$ cat config.mk
export PLATFORM = sky130hd
export DESIGN_NAME = mem_req_stage_flat
export DESIGN_NICKNAME = d
export VERILOG_FILES = /design/src/rtl/mem_pkg.sv /design/src/rtl/mem_req_stage_if.sv /design/src/rtl/store_align.sv /design/src/rtl/mem_req_stage.sv /design/src/flat_wrapper.sv
export SDC_FILE = /design/constraint.sdc
export NUM_CORES = 1
export LEC_CHECK = 0
export BUFFER_PORTS_ARGS = -buffer_cell sky130_fd_sc_hd__buf_4
export CORE_AREA = 2 2 214 111
export DETAILED_ROUTE_END_ITERATION = 6
export DIE_AREA = 0 0 216 113
export GPL_TIMING_DRIVEN = 0
export PLACE_DENSITY = 0.7
export REMOVE_ABC_BUFFERS = 1
export SLEW_MARGIN = 20
export SYNTH_ARGS = -nofsm -noshare
export SYNTH_HDL_FRONTEND = slang
export SYNTH_SLANG_ARGS = --single-unit
export TNS_END_PERCENT = 10
$ cat constraint.sdc
create_clock -name clk -period 1.9 [get_ports clk]
set_clock_uncertainty 0.1 [all_clocks]
set_input_delay 0.19 -clock clk [delete_from_list [all_inputs] [get_ports clk]]
set_output_delay 0.19 -clock clk [all_outputs]
set_load 0.02 [all_outputs]
$ cat src/rtl/mem_pkg.sv
// Shared definitions for the memory-request stage: op bit positions,
// transfer size codes and the request FSM states.
package mem_pkg;

  localparam int LD_LBU = 0;
  localparam int LD_LHU = 1;
  localparam int LD_LW  = 2;
  localparam int LD_LB  = 3;
  localparam int LD_LH  = 4;

  localparam int ST_SB = 0;
  localparam int ST_SH = 1;
  localparam int ST_SW = 2;

  localparam logic [1:0] SIZE_BYTE = 2'd0;
  localparam logic [1:0] SIZE_HALF = 2'd1;
  localparam logic [1:0] SIZE_WORD = 2'd2;

  typedef enum logic [1:0] {
    S_IDLE = 2'd0,
    S_REQ  = 2'd1,
    S_RESP = 2'd2,
    S_DONE = 2'd3
  } state_t;

endpackage

$ cat src/rtl/mem_req_stage_if.sv
// Data SRAM-like request/response bus between the memory stage and the interconnect.
interface mem_req_stage_if;
  logic        data_sram_req;
  logic        data_sram_wr;
  logic [1:0]  data_sram_size;
  logic [31:0] data_sram_addr;
  logic [3:0]  data_sram_wstrb;
  logic [31:0] data_sram_wdata;
  logic        data_sram_addr_ok;
  logic        data_sram_data_ok;
  logic [31:0] data_sram_rdata;

  modport master (
    output data_sram_req, data_sram_wr, data_sram_size, data_sram_addr,
           data_sram_wstrb, data_sram_wdata,
    input  data_sram_addr_ok, data_sram_data_ok, data_sram_rdata
  );

  modport slave (
    input  data_sram_req, data_sram_wr, data_sram_size, data_sram_addr,
           data_sram_wstrb, data_sram_wdata,
    output data_sram_addr_ok, data_sram_data_ok, data_sram_rdata
  );
endinterface

$ cat src/rtl/store_align.sv
// Maps a memory op and the low address bits to transfer size, byte strobes,
// lane-replicated store data and a misalignment flag.
module store_align
  import mem_pkg::*;
(
  input  logic [2:0]  store_op,
  input  logic [7:0]  load_op,
  input  logic [1:0]  addr_lo,
  input  logic [31:0] st_data,
  output logic [1:0]  size,
  output logic [3:0]  wstrb,
  output logic [31:0] wdata,
  output logic        ale,
  output logic        is_mem
);

  logic is_byte;
  logic is_half;
  logic is_word;

  always_comb begin
    is_byte = store_op[ST_SB] | load_op[LD_LBU] | load_op[LD_LB];
    is_half = store_op[ST_SH] | load_op[LD_LHU] | load_op[LD_LH];
    is_word = store_op[ST_SW] | load_op[LD_LW];
    is_mem  = is_byte | is_half | is_word;

    size = SIZE_BYTE;
    if (is_word)      size = SIZE_WORD;
    else if (is_half) size = SIZE_HALF;

    ale = (is_half & addr_lo[0]) | (is_word & (addr_lo != 2'b00));

    // Loads never write, so their strobes stay zero.
    wstrb = 4'b0000;
    wdata = st_data;
    if (store_op[ST_SB]) begin
      wstrb = 4'b0001 << addr_lo;
      wdata = {4{st_data[7:0]}};
    end else if (store_op[ST_SH]) begin
      wstrb = addr_lo[1] ? 4'b1100 : 4'b0011;
      wdata = {2{st_data[15:0]}};
    end else if (store_op[ST_SW]) begin
      wstrb = 4'b1111;
    end
  end

endmodule

$ cat src/rtl/mem_req_stage.sv
// Memory-access stage: single-entry buffer that issues one data SRAM request per
// load/store, captures raw read data and hands the instruction on to WB.
module mem_req_stage
  import mem_pkg::*;
(
  input  logic                   clk,
  input  logic                   resetn,
  input  logic                   in_valid,
  output logic                   in_ready,
  input  logic [31:0]            ex_pc,
  input  logic [31:0]            ex_result,
  input  logic [31:0]            ex_st_data,
  input  logic [7:0]             ex_load_op,
  input  logic [2:0]             ex_store_op,
  input  logic                   ex_res_from_mem,
  input  logic                   ex_gr_we,
  input  logic [4:0]             ex_dest,
  mem_req_stage_if.master        sram,
  output logic                   out_valid,
  input  logic                   out_ready,
  output logic [31:0]            out_pc,
  output logic [31:0]            out_result,
  output logic [31:0]            out_rdata,
  output logic [7:0]             out_load_op,
  output logic                   out_res_from_mem,
  output logic                   out_gr_we,
  output logic [4:0]             out_dest,
  output logic                   out_ale
);

  state_t      state_q, state_d, acc_state;
  logic        accept;
  logic [1:0]  al_size;
  logic [3:0]  al_wstrb;
  logic [31:0] al_wdata;
  logic        al_ale, al_is_mem;

  logic [31:0] pc_p0, result_p0, rdata_p0, wdata_p0;
  logic [7:0]  load_op_p0;
  logic        res_from_mem_p0, gr_we_p0, ale_p0, wr_p0, is_load_p0;
  logic [4:0]  dest_p0;
  logic [1:0]  size_p0;
  logic [3:0]  wstrb_p0;

  store_align u_align (
    .store_op (ex_store_op),
    .load_op  (ex_load_op),
    .addr_lo  (ex_result[1:0]),
    .st_data  (ex_st_data),
    .size     (al_size),
    .wstrb    (al_wstrb),
    .wdata    (al_wdata),
    .ale      (al_ale),
    .is_mem   (al_is_mem)
  );

  assign in_ready  = (state_q == S_IDLE) | ((state_q == S_DONE) & out_ready);
  assign accept    = in_valid & in_ready;
  assign acc_state = (al_is_mem & ~al_ale) ? S_REQ : S_DONE;

  always_ff @(posedge clk or negedge resetn) begin
    if (!resetn) state_q <= S_IDLE;
    else         state_q <= state_d;
  end

  always_comb begin
    state_d            = state_q;
    sram.data_sram_req = 1'b0;
    out_valid          = 1'b0;
    unique case (state_q)
      S_IDLE: if (in_valid) state_d = acc_state;
      S_REQ: begin
        sram.data_sram_req = 1'b1;
        if (sram.data_sram_addr_ok) state_d = S_RESP;
      end
      // A data_ok while still in REQ is illegal and deliberately not observed.
      S_RESP: if (sram.data_sram_data_ok) state_d = S_DONE;
      S_DONE: begin
        out_valid = 1'b1;
        if (out_ready) state_d = in_valid ? acc_state : S_IDLE;
      end
      default: state_d = S_IDLE;
    endcase
  end

  // ---- stage p0: instruction buffer, loaded on accept ----
  always_ff @(posedge clk or negedge resetn) begin
    if (!resetn) begin
      pc_p0           <= '0;
      result_p0       <= '0;
      rdata_p0        <= '0;
      wdata_p0        <= '0;
      load_op_p0      <= '0;
      res_from_mem_p0 <= 1'b0;
      gr_we_p0        <= 1'b0;
      ale_p0          <= 1'b0;
      wr_p0           <= 1'b0;
      is_load_p0      <= 1'b0;
      dest_p0         <= '0;
      size_p0         <= '0;
      wstrb_p0        <= '0;
    end else if (accept) begin
      pc_p0           <= ex_pc;
      result_p0       <= ex_result;
      rdata_p0        <= '0;
      wdata_p0        <= al_wdata;
      load_op_p0      <= ex_load_op;
      res_from_mem_p0 <= ex_res_from_mem;
      gr_we_p0        <= ex_gr_we & ~al_ale;
      ale_p0          <= al_ale;
      wr_p0           <= |ex_store_op;
      is_load_p0      <= |ex_load_op;
      dest_p0         <= ex_dest;
      size_p0         <= al_size;
      wstrb_p0        <= al_wstrb;
    end else if ((state_q == S_RESP) && sram.data_sram_data_ok && is_load_p0) begin
      rdata_p0 <= sram.data_sram_rdata;
    end
  end

  assign sram.data_sram_wr    = wr_p0;
  assign sram.data_sram_size  = size_p0;
  assign sram.data_sram_addr  = result_p0;
  assign sram.data_sram_wstrb = wstrb_p0;
  assign sram.data_sram_wdata = wdata_p0;

  assign out_pc           = pc_p0;
  assign out_result       = result_p0;
  assign out_rdata        = rdata_p0;
  assign out_load_op      = load_op_p0;
  assign out_res_from_mem = res_from_mem_p0;
  assign out_gr_we        = gr_we_p0;
  assign out_dest         = dest_p0;
  assign out_ale          = ale_p0;

endmodule

$ cat src/flat_wrapper.sv
// flat-port wrapper written by rule: the top's interface ports become plain ports
module mem_req_stage_flat import mem_pkg::*;
  (clk, resetn, in_valid, in_ready, ex_pc, ex_result, ex_st_data, ex_load_op, ex_store_op, ex_res_from_mem, ex_gr_we, ex_dest, out_valid, out_ready, out_pc, out_result, out_rdata, out_load_op, out_res_from_mem, out_gr_we, out_dest, out_ale, sram_data_sram_req, sram_data_sram_wr, sram_data_sram_size, sram_data_sram_addr, sram_data_sram_wstrb, sram_data_sram_wdata, sram_data_sram_addr_ok, sram_data_sram_data_ok, sram_data_sram_rdata);
  mem_req_stage_if sram_i ();
  input  logic clk;
  input  logic resetn;
  input  logic in_valid;
  output logic in_ready;
  input  logic [31:0] ex_pc;
  input  logic [31:0] ex_result;
  input  logic [31:0] ex_st_data;
  input  logic [7:0] ex_load_op;
  input  logic [2:0] ex_store_op;
  input  logic ex_res_from_mem;
  input  logic ex_gr_we;
  input  logic [4:0] ex_dest;
  output logic out_valid;
  input  logic out_ready;
  output logic [31:0] out_pc;
  output logic [31:0] out_result;
  output logic [31:0] out_rdata;
  output logic [7:0] out_load_op;
  output logic out_res_from_mem;
  output logic out_gr_we;
  output logic [4:0] out_dest;
  output logic out_ale;
  output wire logic [$bits(sram_i.data_sram_req)-1:0] sram_data_sram_req;
  output wire logic [$bits(sram_i.data_sram_wr)-1:0] sram_data_sram_wr;
  output wire logic [$bits(sram_i.data_sram_size)-1:0] sram_data_sram_size;
  output wire logic [$bits(sram_i.data_sram_addr)-1:0] sram_data_sram_addr;
  output wire logic [$bits(sram_i.data_sram_wstrb)-1:0] sram_data_sram_wstrb;
  output wire logic [$bits(sram_i.data_sram_wdata)-1:0] sram_data_sram_wdata;
  input wire logic [$bits(sram_i.data_sram_addr_ok)-1:0] sram_data_sram_addr_ok;
  input wire logic [$bits(sram_i.data_sram_data_ok)-1:0] sram_data_sram_data_ok;
  input wire logic [$bits(sram_i.data_sram_rdata)-1:0] sram_data_sram_rdata;
  assign sram_data_sram_req = sram_i.data_sram_req;
  assign sram_data_sram_wr = sram_i.data_sram_wr;
  assign sram_data_sram_size = sram_i.data_sram_size;
  assign sram_data_sram_addr = sram_i.data_sram_addr;
  assign sram_data_sram_wstrb = sram_i.data_sram_wstrb;
  assign sram_data_sram_wdata = sram_i.data_sram_wdata;
  assign sram_i.data_sram_addr_ok = sram_data_sram_addr_ok;
  assign sram_i.data_sram_data_ok = sram_data_sram_data_ok;
  assign sram_i.data_sram_rdata = sram_data_sram_rdata;
  mem_req_stage u_core (.clk(clk), .resetn(resetn), .in_valid(in_valid), .in_ready(in_ready), .ex_pc(ex_pc), .ex_result(ex_result), .ex_st_data(ex_st_data), .ex_load_op(ex_load_op), .ex_store_op(ex_store_op), .ex_res_from_mem(ex_res_from_mem), .ex_gr_we(ex_gr_we), .ex_dest(ex_dest), .sram(sram_i), .out_valid(out_valid), .out_ready(out_ready), .out_pc(out_pc), .out_result(out_result), .out_rdata(out_rdata), .out_load_op(out_load_op), .out_res_from_mem(out_res_from_mem), .out_gr_we(out_gr_we), .out_dest(out_dest), .out_ale(out_ale));
endmodule
==> results.toml <==
[power_and_ir_drop]
p_total_mw = 19.7
clkPwrFrac = 0.171
leakage_nw = 5.50
cellInternalPower_mw = 11.9
p_sw_mw = 7.83
comb_power_share = 0.526
seq_power_share = 0.303
switching_share = 0.397
irDropWorstVdd_mv = 1.09
powerDensity_mw_per_mm2 = 1720

[synth]
synth_commonest_cells = "dfrtp_1 (154), mux2_2 (116), nand2_1 (74)"
yosysMostFrequentCell = "dfrtp_1"
ys_warn_count = 0
ys_seq_area_frac = 0.582
synth_top_area_share = 0.582
ys_top_cells_by_area = "dfrtp_1 (58%), mux2_2 (20%), nand2_1 (4.2%), buf_4 (3.6%), a21oi_1 (2.4%)"
avgSynthCellArea_um2 = 12.6
synth_seq_cells = 154
netlist_area_mm2 = 0.00663
synthCells = 525
ys.flop_type = "dfrtp_1"
synth_edf_count = 0
synth_area_leader_cell = "dfrtp_1"
async_reset_ff_frac = 1.00
synth_cell_type_count = 34

[hold_path]
hp-class = "primary input to flip-flop"
whs_path_depth = 3
hold_end = "u_core.sram.data_sram_wdata[20]"
hp-start = "ex_st_data[20]"

[clock_network]
cts.clk_slew.worst_paths_ns = 0.06
clock-root-buffer = "clkbuf_16"
cts_tree = "built"
cts_buffers = 17
h-tree-depth = 4
clock_path_buffers = 2
insertion_delay_ns = 0.44
cts.sinks = 154

[floorplanning]
initial_core_util = 0.295
core_area_mm2 = 0.0224
fp.dieW_um = 216
die_y_um = 113
die_area_mm2 = 0.0244
io_pins = 338
rows = 39

[worst_setup_path]
worstPathMaxFanout = 16
rr_endpoint = "u_core.out_load_op[2]"
reg2reg_slack_ns = -0.04
cp.arrival_ns = 2.16
end_kind = "flip-flop"
crit_required_ns = 2.12
rr_startpoint = "u_core.state_q[1]"
reg2regPathDepth = 6
cp-start-kind = "flip-flop"
worstSetupPathType = "flip-flop to flip-flop"

[placement]
place_inst = 1110
place_hpwl_um = 15000
preCtsSetupSlack_ns = -0.608
portBuffers = 337
gp_congestion = 0.845

[drt]
wl_per_cell_um = 19.1
postRouteAntennaNets = 0
drt_wl_total_um = 24600
route.detailed.vias_per_inst = 4.56
vias = 5873
firstDrtPassIters = 4
drc_errors = 0
first_iter_violations = 299

[sta]
fin_crit_sh = 1.02
hold_viol_final = 0
relSlewSlack = 0.475
finalSetupTns_ns = -0.520
timing.final.ws_setup_ns = -0.0405
fin_crit_ns = 1.94
rsz0062_at_grt = "true"
worstMarginPinSlew_ns = 0.784
fmax_mhz = 515
finalMaxSlewViolations = 0
setup_viol = 23

[global_route]
grt_overflow = 0
top_usage_layer = "met2"
grt_antenna_before_repair = 1
use_met1 = 0.236
grt_max_degree = 79
grt.total_usage = 0.202
first_global_vias = 6290
grt_use_met3 = 0.0758
grt_pass1_wl_um = 36900
gr-usage-met2 = 0.340

[cells_and_area]
instances_no_fill = 1288
area_growth_pct = 73.1
drive_above_1_share = 0.527
fin_util = 0.511
final_nets = 1120

[flow_run]
maxCapViolCount = 0

[run_status]
status = "finished with violations"
violations = "negative setup slack"
-- placed cells by master, fill, tap and decap left out, drive strengths merged, types with 2 or more instances in the layout --
master / n
a21oi: 32
and2: 3
buf: 353
bufinv: 2
clkbuf: 20
clkinv: 6
clkinvlp: 3
dfrtp: 154
dlygate4sd3: 132
inv: 14
mux2: 125
mux2i: 12
nand2: 77
nand3: 3
nor2: 4
nor3: 3
o21ai: 19
o221ai: 2
o22ai: 2
o32ai: 2
-- logic make-up after synthesis --
kind of cell,share of synthesized area
DFF,0.582
muxes,0.236
and+or+nand+nor,0.0599
buffers and inverters,0.0695
AOI/OAI and AO/OA,0.0533
-- flip-flops by register name (all words and copies together), names as in the netlist --
| register | count |
|---|---|
| u_core.out_pc | 32 |
| u_core.out_rdata | 32 |
| u_core.out_result | 32 |
| u_core.sram.data_sram_wdata | 32 |
| u_core.out_load_op | 8 |
| u_core.out_dest | 5 |
| u_core.sram.data_sram_wstrb | 4 |
| u_core.sram.data_sram_size | 2 |
| u_core.state_q | 2 |
| u_core.is_load_p0 | 1 |
| u_core.out_ale | 1 |
| u_core.out_gr_we | 1 |
| u_core.out_res_from_mem | 1 |
| u_core.sram.data_sram_wr | 1 |
-- how the worst max path moves through the flow --
| stage | slack (ns) | cells past startpoint | endpoint | from |
|---|---|---|---|---|
| 6_report | -0.04 | 6 | u_core.out_load_op[2] | u_core.state_q[1] |
| 5_1_grt | -0.1 | 4 | u_core.sram.data_sram_wstrb[0] | u_core.state_q[1] |
| 4_1_cts | -0.04 | 4 | u_core.is_load_p0 | u_core.state_q[1] |
| 3_5_place_dp | -0.61 | 4 | u_core.out_result[24] | u_core.state_q[1] |
| 3_3_place_gp | -2.16 | 3 | u_core.sram.data_sram_wdata[20] | u_core.state_q[1] |
| 2_1_floorplan | -1.22 | 3 | u_core.is_load_p0 | u_core.state_q[1] |
-- per-stage QoR --
| stage | cell area (um^2) | hold WS [ns] |
|---|---|---|
| 6_report | 11500 | 0.0323 |
| 3_3_place_gp | 9130 | 0.323 |
| 5_1_grt | 11500 | 0.0169 |
| 4_1_cts | 11300 | 0.00478 |
| 2_1_floorplan | 6220 | -0.206 |
| 3_5_place_dp | 9240 | 0.115 |
-- per-layer routing --
layer,up-vias,part of all wire
met4,0,0.027
met2,253,0.49
met3,39,0.074
li1,2667,-
met1,2914,0.41
met5,-,0
-- power by group through the flow --
stage	clock network [mW]	registers, mW	logic (mW)
global route	3.60	6.18	10.9
detailed placement	0	5.94	9.34
CTS	3.44	5.89	10.1
finish	3.37	5.97	10.4
global placement	0	5.84	9.23
floorplan	0	8.21	2.66
-- timing repair --
item,4_1_cts,5_1_grt
endpoints found under the setup margin,136,124
gates resized for setup,13,30
hold endpoints to repair,207,0
cloned,5,0
buffers inserted,9,0
hold buffers,132,0
pin swaps,4,1
-- area by class of cell --
class                           instances  area (um^2)
Clock inverter                         11          124
Inverter                               14         52.6
Fill cell                            1909        11000
Antenna cell                            1         2.50
Sequential cell                       154         3860
Timing Repair Buffer                  485         4120
Tap cell                              307          384
Multi-Input combinational cell        296         2480
Clock buffer                           20          447
-- critical path, stage by stage (launching register included) --
cell and delay, ns:
dfrtp_2 0.43, buf_4 0.15, nand4_1 0.13, buf_6 0.16, buf_6 0.13, and2_4 0.37
mux2_4 0.34
(Power assumes the default switching activity.)
